[src/rtl/hack_kbd_pkg.sv]
// Shared constants for the PS/2 keyboard front end: Hack key codes,
// Set-2 prefix/modifier scan codes and the frame FSM encoding.
package hack_kbd_pkg;
   localparam logic [7:0] KEY_SPACE     = 8'd32;
   localparam logic [7:0] KEY_NEWLINE   = 8'd128;
   localparam logic [7:0] KEY_BACKSPACE = 8'd129;
   localparam logic [7:0] KEY_LEFT      = 8'd130;
   localparam logic [7:0] KEY_UP        = 8'd131;
   localparam logic [7:0] KEY_RIGHT     = 8'd132;
   localparam logic [7:0] KEY_DOWN      = 8'd133;
   localparam logic [7:0] KEY_HOME      = 8'd134;
   localparam logic [7:0] KEY_END       = 8'd135;
   localparam logic [7:0] KEY_PGUP      = 8'd136;
   localparam logic [7:0] KEY_PGDN      = 8'd137;
   localparam logic [7:0] KEY_INS       = 8'd138;
   localparam logic [7:0] KEY_DEL       = 8'd139;
   localparam logic [7:0] KEY_ESC       = 8'd140;
   localparam logic [7:0] KEY_F1        = 8'd141;
   localparam logic [7:0] KEY_F12       = 8'd152;

   localparam logic [7:0] PS2_EXT    = 8'hE0;
   localparam logic [7:0] PS2_BRK    = 8'hF0;
   localparam logic [7:0] PS2_LSHIFT = 8'h12;
   localparam logic [7:0] PS2_RSHIFT = 8'h59;

   typedef enum logic [1:0] {ST_IDLE, ST_DATA, ST_PARITY, ST_STOP} frame_st_t;
endpackage

[src/rtl/ps2_to_hack.sv]
// Combinational Set-2 scan code to Hack key code table.
// Letters come out lower case unless shift is held.
module ps2_to_hack
   import hack_kbd_pkg::*;
(
   input  logic       ext,
   input  logic [7:0] scan,
   input  logic       shift,
   output logic       mapped,
   output logic [7:0] code
);
   logic [7:0] letter;

   always_comb begin
      mapped = 1'b1;
      code   = '0;
      letter = '0;
      if (ext) begin
         case (scan)
            8'h6B: code = KEY_LEFT;
            8'h75: code = KEY_UP;
            8'h74: code = KEY_RIGHT;
            8'h72: code = KEY_DOWN;
            8'h6C: code = KEY_HOME;
            8'h69: code = KEY_END;
            8'h7D: code = KEY_PGUP;
            8'h7A: code = KEY_PGDN;
            8'h70: code = KEY_INS;
            8'h71: code = KEY_DEL;
            default: mapped = 1'b0;
         endcase
      end else begin
         case (scan)
            8'h1C: letter = "a";  8'h32: letter = "b";  8'h21: letter = "c";
            8'h23: letter = "d";  8'h24: letter = "e";  8'h2B: letter = "f";
            8'h34: letter = "g";  8'h33: letter = "h";  8'h43: letter = "i";
            8'h3B: letter = "j";  8'h42: letter = "k";  8'h4B: letter = "l";
            8'h3A: letter = "m";  8'h31: letter = "n";  8'h44: letter = "o";
            8'h4D: letter = "p";  8'h15: letter = "q";  8'h2D: letter = "r";
            8'h1B: letter = "s";  8'h2C: letter = "t";  8'h3C: letter = "u";
            8'h2A: letter = "v";  8'h1D: letter = "w";  8'h22: letter = "x";
            8'h35: letter = "y";  8'h1A: letter = "z";
            8'h45: code = "0";    8'h16: code = "1";    8'h1E: code = "2";
            8'h26: code = "3";    8'h25: code = "4";    8'h2E: code = "5";
            8'h36: code = "6";    8'h3D: code = "7";    8'h3E: code = "8";
            8'h46: code = "9";
            8'h29: code = KEY_SPACE;
            8'h5A: code = KEY_NEWLINE;
            8'h66: code = KEY_BACKSPACE;
            8'h76: code = KEY_ESC;
            8'h05: code = KEY_F1;
            8'h06: code = KEY_F1 + 8'd1;
            8'h04: code = KEY_F1 + 8'd2;
            8'h0C: code = KEY_F1 + 8'd3;
            8'h03: code = KEY_F1 + 8'd4;
            8'h0B: code = KEY_F1 + 8'd5;
            8'h83: code = KEY_F1 + 8'd6;
            8'h0A: code = KEY_F1 + 8'd7;
            8'h01: code = KEY_F1 + 8'd8;
            8'h09: code = KEY_F1 + 8'd9;
            8'h78: code = KEY_F1 + 8'd10;
            8'h07: code = KEY_F12;
            default: mapped = 1'b0;
         endcase
         if (letter != '0) code = shift ? letter - 8'd32 : letter;
      end
   end
endmodule

[src/rtl/ps2_keyboard.sv]
// PS/2 Set-2 receiver presenting the Hack KBD word (code of the held key, 0 = none).
// Pins are synchronised, ps2_clk is glitch filtered, frames are decoded on filtered falls.
module ps2_keyboard
   import hack_kbd_pkg::*;
#(
   parameter int FILTER_LEN     = 8,
   parameter int TIMEOUT_CYCLES = 5000
) (
   input  logic        clk,
   input  logic        reset,
   input  logic        ps2_clk,
   input  logic        ps2_data,
   output logic [15:0] kbd_out,
   output logic        frame_err
);
   localparam int FW = $clog2(FILTER_LEN + 1);
   localparam int TW = $clog2(TIMEOUT_CYCLES + 1);

   logic [1:0]    clk_sync, dat_sync;
   logic          clk_filt;
   logic [FW-1:0] filt_cnt;
   logic          fall, din;

   frame_st_t     state;
   logic [7:0]    sh;
   logic [2:0]    bit_cnt;
   logic          par, byte_vld;
   logic [TW-1:0] idle_cnt;

   logic          ext, brk, shift;
   logic          map_hit, key_match, is_letter;
   logic [7:0]    map_code;

   assign din  = dat_sync[1];
   assign fall = clk_filt && !clk_sync[1] && (filt_cnt == FW'(FILTER_LEN - 1));

   // Lines idle high, so the synchronisers and filter come out of reset high.
   always_ff @(posedge clk or negedge reset) begin
      if (!reset) begin
         clk_sync <= 2'b11;
         dat_sync <= 2'b11;
         clk_filt <= 1'b1;
         filt_cnt <= '0;
      end else begin
         clk_sync <= {clk_sync[0], ps2_clk};
         dat_sync <= {dat_sync[0], ps2_data};
         if (clk_sync[1] == clk_filt) filt_cnt <= '0;
         else if (filt_cnt == FW'(FILTER_LEN - 1)) begin
            clk_filt <= clk_sync[1];
            filt_cnt <= '0;
         end else filt_cnt <= filt_cnt + 1'b1;
      end
   end

   always_ff @(posedge clk or negedge reset) begin
      if (!reset) begin
         state     <= ST_IDLE;
         sh        <= '0;
         bit_cnt   <= '0;
         par       <= 1'b0;
         idle_cnt  <= '0;
         byte_vld  <= 1'b0;
         frame_err <= 1'b0;
      end else begin
         byte_vld  <= 1'b0;
         frame_err <= 1'b0;
         if (fall) begin
            idle_cnt <= '0;
            case (state)
               ST_IDLE:   if (!din) begin state <= ST_DATA; bit_cnt <= '0; end
               ST_DATA: begin
                  sh      <= {din, sh[7:1]};
                  bit_cnt <= bit_cnt + 3'd1;
                  if (bit_cnt == 3'd7) state <= ST_PARITY;
               end
               ST_PARITY: begin par <= din; state <= ST_STOP; end
               ST_STOP: begin
                  if (din && ^{sh, par}) byte_vld <= 1'b1;
                  else frame_err <= 1'b1;
                  state <= ST_IDLE;
               end
            endcase
         end else if (state != ST_IDLE) begin
            if (idle_cnt == TW'(TIMEOUT_CYCLES - 1)) begin
               state     <= ST_IDLE;
               frame_err <= 1'b1;
               idle_cnt  <= '0;
            end else idle_cnt <= idle_cnt + 1'b1;
         end
      end
   end

   // sh holds the delivered byte while byte_vld is high: no new bits arrive until the next frame.
   ps2_to_hack u_map (
      .ext    (ext),
      .scan   (sh),
      .shift  (shift),
      .mapped (map_hit),
      .code   (map_code)
   );

   // A break matches the held letter in either case, so shift released first still clears it.
   assign is_letter = (map_code >= "a" && map_code <= "z") || (map_code >= "A" && map_code <= "Z");
   assign key_match = (map_code == kbd_out[7:0]) ||
                      (is_letter && ((map_code ^ 8'h20) == kbd_out[7:0]));

   always_ff @(posedge clk or negedge reset) begin
      if (!reset) begin
         kbd_out <= '0;
         ext     <= 1'b0;
         brk     <= 1'b0;
         shift   <= 1'b0;
      end else if (frame_err) begin
         ext <= 1'b0;
         brk <= 1'b0;
      end else if (byte_vld) begin
         if (sh == PS2_EXT) ext <= 1'b1;
         else if (sh == PS2_BRK) brk <= 1'b1;
         else begin
            ext <= 1'b0;
            brk <= 1'b0;
            if (sh == PS2_LSHIFT || sh == PS2_RSHIFT) shift <= !brk;
            else if (map_hit) begin
               if (!brk) kbd_out <= {8'h00, map_code};
               else if (key_match) kbd_out <= '0;
            end
         end
      end
   end
endmodule

[config.mk]
export PLATFORM = sky130hd
export DESIGN_NAME = ps2_keyboard
export DESIGN_NICKNAME = d
export VERILOG_FILES = /design/src/rtl/hack_kbd_pkg.sv /design/src/rtl/ps2_to_hack.sv /design/src/rtl/ps2_keyboard.sv
export SDC_FILE = /design/constraint.sdc
export NUM_CORES = 1
export LEC_CHECK = 0
export CAP_MARGIN = 20
export CORE_ASPECT_RATIO = 1.4
export CORE_MARGIN = 2
export CORE_UTILIZATION = 40
export DETAILED_ROUTE_END_ITERATION = 10
export PLACE_DENSITY = 0.61
export SYNTH_ARGS = -nofsm -noshare
export SYNTH_HDL_FRONTEND = slang
export SYNTH_HIERARCHICAL = 1
export SYNTH_SLANG_ARGS = --single-unit
[constraint.sdc]
create_clock -name clk -period 3.24 [get_ports clk]
set_input_delay 0.486 -clock clk [delete_from_list [all_inputs] [get_ports clk]]
set_output_delay 0.486 -clock clk [all_outputs]
set_load 0.005 [all_outputs]
==> summary.log <==
qor: logic_synthesis.synthesis.instances 446
qor: logic_synthesis.netlist_top_cells_count dfrtp_1 (44), nand2_1 (35), nor2_1 (31)
qor: placement.place.gp.congestion 0.991
qor: logic_synthesis.yosysSeqAreaShare 0.319
qor: cts.insertion_delay 0.29 ns
qor: sta.grt_setup_unrepaired true
qor: sta.worst_slack -0.132 ns
qor: logic_synthesis.synth-edff-count 0
qor: final_layout.number_of_fill_cells 798
qor: logic_synthesis.synthesis.area 0.00386 mm^2
qor: cts.number_of_buffers_inserted_during_clock_tree_synthesis 5
qor: final_layout.register_area 0.00124 mm^2
qor: cts.ctsLongestPathBuffers 2
qor: hold_path.class_of_the_most_critical_hold_timing_path input port to asynchronous set/reset pin
qor: placement.port_buffers 12
qor: final_layout.utilization 0.556
qor: worst_setup_path.rrSetupSlack -0.13 ns
qor: worst_setup_path.critical_path.reg2reg.startpoint sh[5]$_DFFE_PN0P_
qor: cts.cts.htree.levels 2
qor: worst_setup_path.cp_data_required_time 3.42 ns
qor: sta.final-setup-viol-count 8
qor: sta.timing_hold_violations_final 0
qor: cts.cts_hold_buffers 0
qor: cts.cts-root-buf clkbuf_16
qor: logic_synthesis.synth_area_per_cell 8.65 um^2
qor: logic_synthesis.most_frequent_cell_after_synthesis dfrtp_1
qor: power.leakagePower 2.21 nW
qor: floorplan.die_width 87.0 um
qor: sta.max_freq 297 MHz
qor: cts.reg_clk_slew_reported_paths 0.06 ns
qor: sta.post-route-min-period 3.37 ns
qor: power.design_power_total 0.00120 W
qor: sta.worstMarginPinSlew 0.688 ns
qor: logic_synthesis.synth_seq_cells 49
qor: placement.place_hpwl 8050 um
qor: routing.via_per_inst 5.85
qor: floorplan.rows 42
qor: worst_setup_path.setup.worst_path.end_class register
qor: placement.placed_cells 615
qor: logic_synthesis.synth_top_area_frac 0.285
qor: sta.hold_slack 0.0433 ns
qor: routing.detailedRoute.firstPassIterationCount 4
qor: routing.num_vias 3824
qor: floorplan.height_of_the_chip 120 um
qor: grt.first_pass_grt_wire_length 19400 um
qor: worst_setup_path.critical_path.startpoint_type register
qor: grt.number_of_global_route_vias_before_repair 3999
qor: sta.min_period_over_period 1.04
qor: power.power.density_cell_area 229 mW/mm^2
qor: sta.timing.slew.headroom 0.540
qor: worst_setup_path.timing.setup.critical_path_class register to register
qor: final_layout.layout.nets 558
qor: routing.detailedRoute.firstIterationViolations 323
qor: sta.clock_skew 0.00424 ns
qor: outcome.run_status finished, violations left
qor: sta.timing_max_transition_violations_final 0
qor: worst_setup_path.path_max_fanout 5
qor: power.vdd.ir_drop.worst 0.323 mV
qor: final_layout.n_antenna_cell 0
qor: final_layout.drive_above_1_share 0.357
qor: logic_synthesis.synth-warning-count 6
qor: routing.drt.antenna.violating_nets 0
qor: logic_synthesis.top_post_synthesis_cells_by_area dfrtp_1 (29%), ha_1 (3.6%), dfstp_2 (3.4%), nand2_1 (3.4%), xnor2_1 (3.4%)
qor: logic_synthesis.yosysUniqueCellTypes 77
qor: floorplan.pin_count 21
qor: cts.clock-sinks 49
qor: floorplan.core_area 0.00941 mm^2
qor: worst_setup_path.timing.reg2reg.worst_path_depth 14
qor: floorplan.initial_utilization 0.410
qor: final_layout.area_grow_syn2layout 35.6%
qor: grt.groute.usage.overall 0.233
qor: final_layout.multiInputGateArea 0.00268 mm^2
qor: worst_setup_path.regToRegEndpoint kbd_out[6]$_DFFE_PN0P_
qor: worst_setup_path.crit_start sh[5]$_DFFE_PN0P_
qor: sta.finalSetupTns -0.992 ns
qor: flow_run.timing.max_cap.violations 0
qor: logic_synthesis.dominantRegCellSynth dfrtp_1
qor: routing.drt-total-wl 11700 um
qor: routing.drt-wirelength-per-cell 17.8 um
qor: logic_synthesis.cell_taking_the_most_area_after_synthesis dfrtp_1
qor: cts.clock_tree_from_tritoncts yes
qor: grt.grt_antenna_before_repair 0
qor: final_layout.finish.cell_count_without_fillers 654
qor: worst_setup_path.critical_path.endpoint kbd_out[6]$_DFFE_PN0P_
qor: grt.grt_max_degree 50
qor: logic_synthesis.async_flop_share 1.00
qor: grt.overflow 0
qor: outcome.violations_in_the_final_reports setup timing
qor: floorplan.die-area 0.0105 mm^2
qor: worst_setup_path.worst-endpoint-arrival 3.56 ns
qor: routing.drt_drc_violations_left 0
[cells by family (layout without fill, tap and decap cells)]
family	after synthesis	after routing	share of synthesized area
AO/OA/AOI/OAI	115	115	0.211
XOR/XNOR	26	26	0.0626
adder cells (fa/ha/maj)	11	11	0.0357
buffers and inverters	54	145	0.0697
flip-flops	49	49	0.319
multiplexers	10	10	0.0292
other	1	8	0.000972
AND/OR/NAND/NOR	180	180	0.272
[repair_timing]
item | CTS | global route
gates resized for setup | 55 | 24
endpoints found under the setup margin | 8 | 8
buffers inserted | 30 | 4
pin swaps | 22 | 15
[flip-flops by register name, indices dropped and copies added, names as in the netlist, 2 cells and up]
signal / count
kbd_out: 8
clk_sync: 2
state: 2
bit_cnt: 3
idle_cnt: 13
dat_sync: 2
filt_cnt: 4
sh: 8
[how the worst min path moves through the flow]
stage                               start                       to  cells past startpoint  slack [ns]
detailed placement  clk_sync[0]$_DFF_PN1_    clk_sync[1]$_DFF_PN1_                      0        0.35
finish                              reset  idle_cnt[6]$_DFFE_PN0N_                      1        0.04
floorplan                           reset   bit_cnt[0]$_DFFE_PN0P_                      0        0.19
CTS                 dat_sync[0]$_DFF_PN1_    dat_sync[1]$_DFF_PN1_                      0        0.36
global route                        reset  idle_cnt[6]$_DFFE_PN0N_                      1        0.04
global placement    dat_sync[0]$_DFF_PN1_    dat_sync[1]$_DFF_PN1_                      0        0.35
[cell type report]
cell class | count | area share
inverter | 19 | 0.0136
clock inverter | 2 | 0.00191
multi-input combinational | 350 | 0.513
tap | 110 | 0.0263
sequential | 49 | 0.237
clock buffer | 6 | 0.0246
timing repair buffer | 118 | 0.184
[stage by stage]
stage                     setup slack (ns)  cell area (um^2)
after floorplan                     0.0480              3880
after global placement              -0.238              4500
after detailed placement            -0.235              4500
after CTS                          -0.0132              5080
after global routing                -0.226              5230
final                               -0.132              5230
[per-layer routing]
metal | routed length (um) | share of wire | track usage
met4 | 487 | 0.042 | 0.131
met3 | 441 | 0.038 | 0.0300
met5 | 0 | 0 | 0
met2 | 6080 | 0.52 | 0.396
met1 | 4660 | 0.40 | 0.280
[placed cells by master (no fill, tap or decap), types with 9 or more instances in the layout]
cell / netlist / final
o21ai_1: 16 / 15
nor2b_1: 12 / 12
nor2_1: 31 / 27
buf_6: 2 / 10
buf_4: 10 / 95
o21ai_0: 16 / 13
clkdlybuf4s50_1: 0 / 11
mux2_2: 10 / 10
xor2_1: 10 / 10
inv_1: 18 / 18
nand4_1: 9 / 9
nor3_1: 14 / 12
dfrtp_1: 44 / 37
ha_1: 11 / 10
xnor2_1: 15 / 14
a21oi_1: 23 / 18
nand2b_1: 13 / 9
nand3_1: 15 / 15
nand2_1: 35 / 35
[critical path, stage by stage (launching register included)]
cell       delay, ns
dfrtp_1         0.42
or4b_4          0.63
a211oi_1        0.42
o21ai_1         0.12
nand4_2         0.16
nor2_4          0.07
buf_6           0.12
ha_1            0.26
o21ai_1         0.07
a21oi_2         0.25
xnor2_2         0.17
a31oi_4         0.06
nor3_4          0.29
buf_6           0.17
o2bb2ai_2       0.05
[report_power, final]
group | internal (W) | total [W] | leakage, nW | switching, W
Sequential | 0.000632 | 0.000646 | 0.653 | 0.0000134
Combinational | 0.0000219 | 0.0000540 | 1.49 | 0.0000320
Clock | 0.000283 | 0.000498 | 0.0706 | 0.000214
Power figures use the tool's default switching activity.
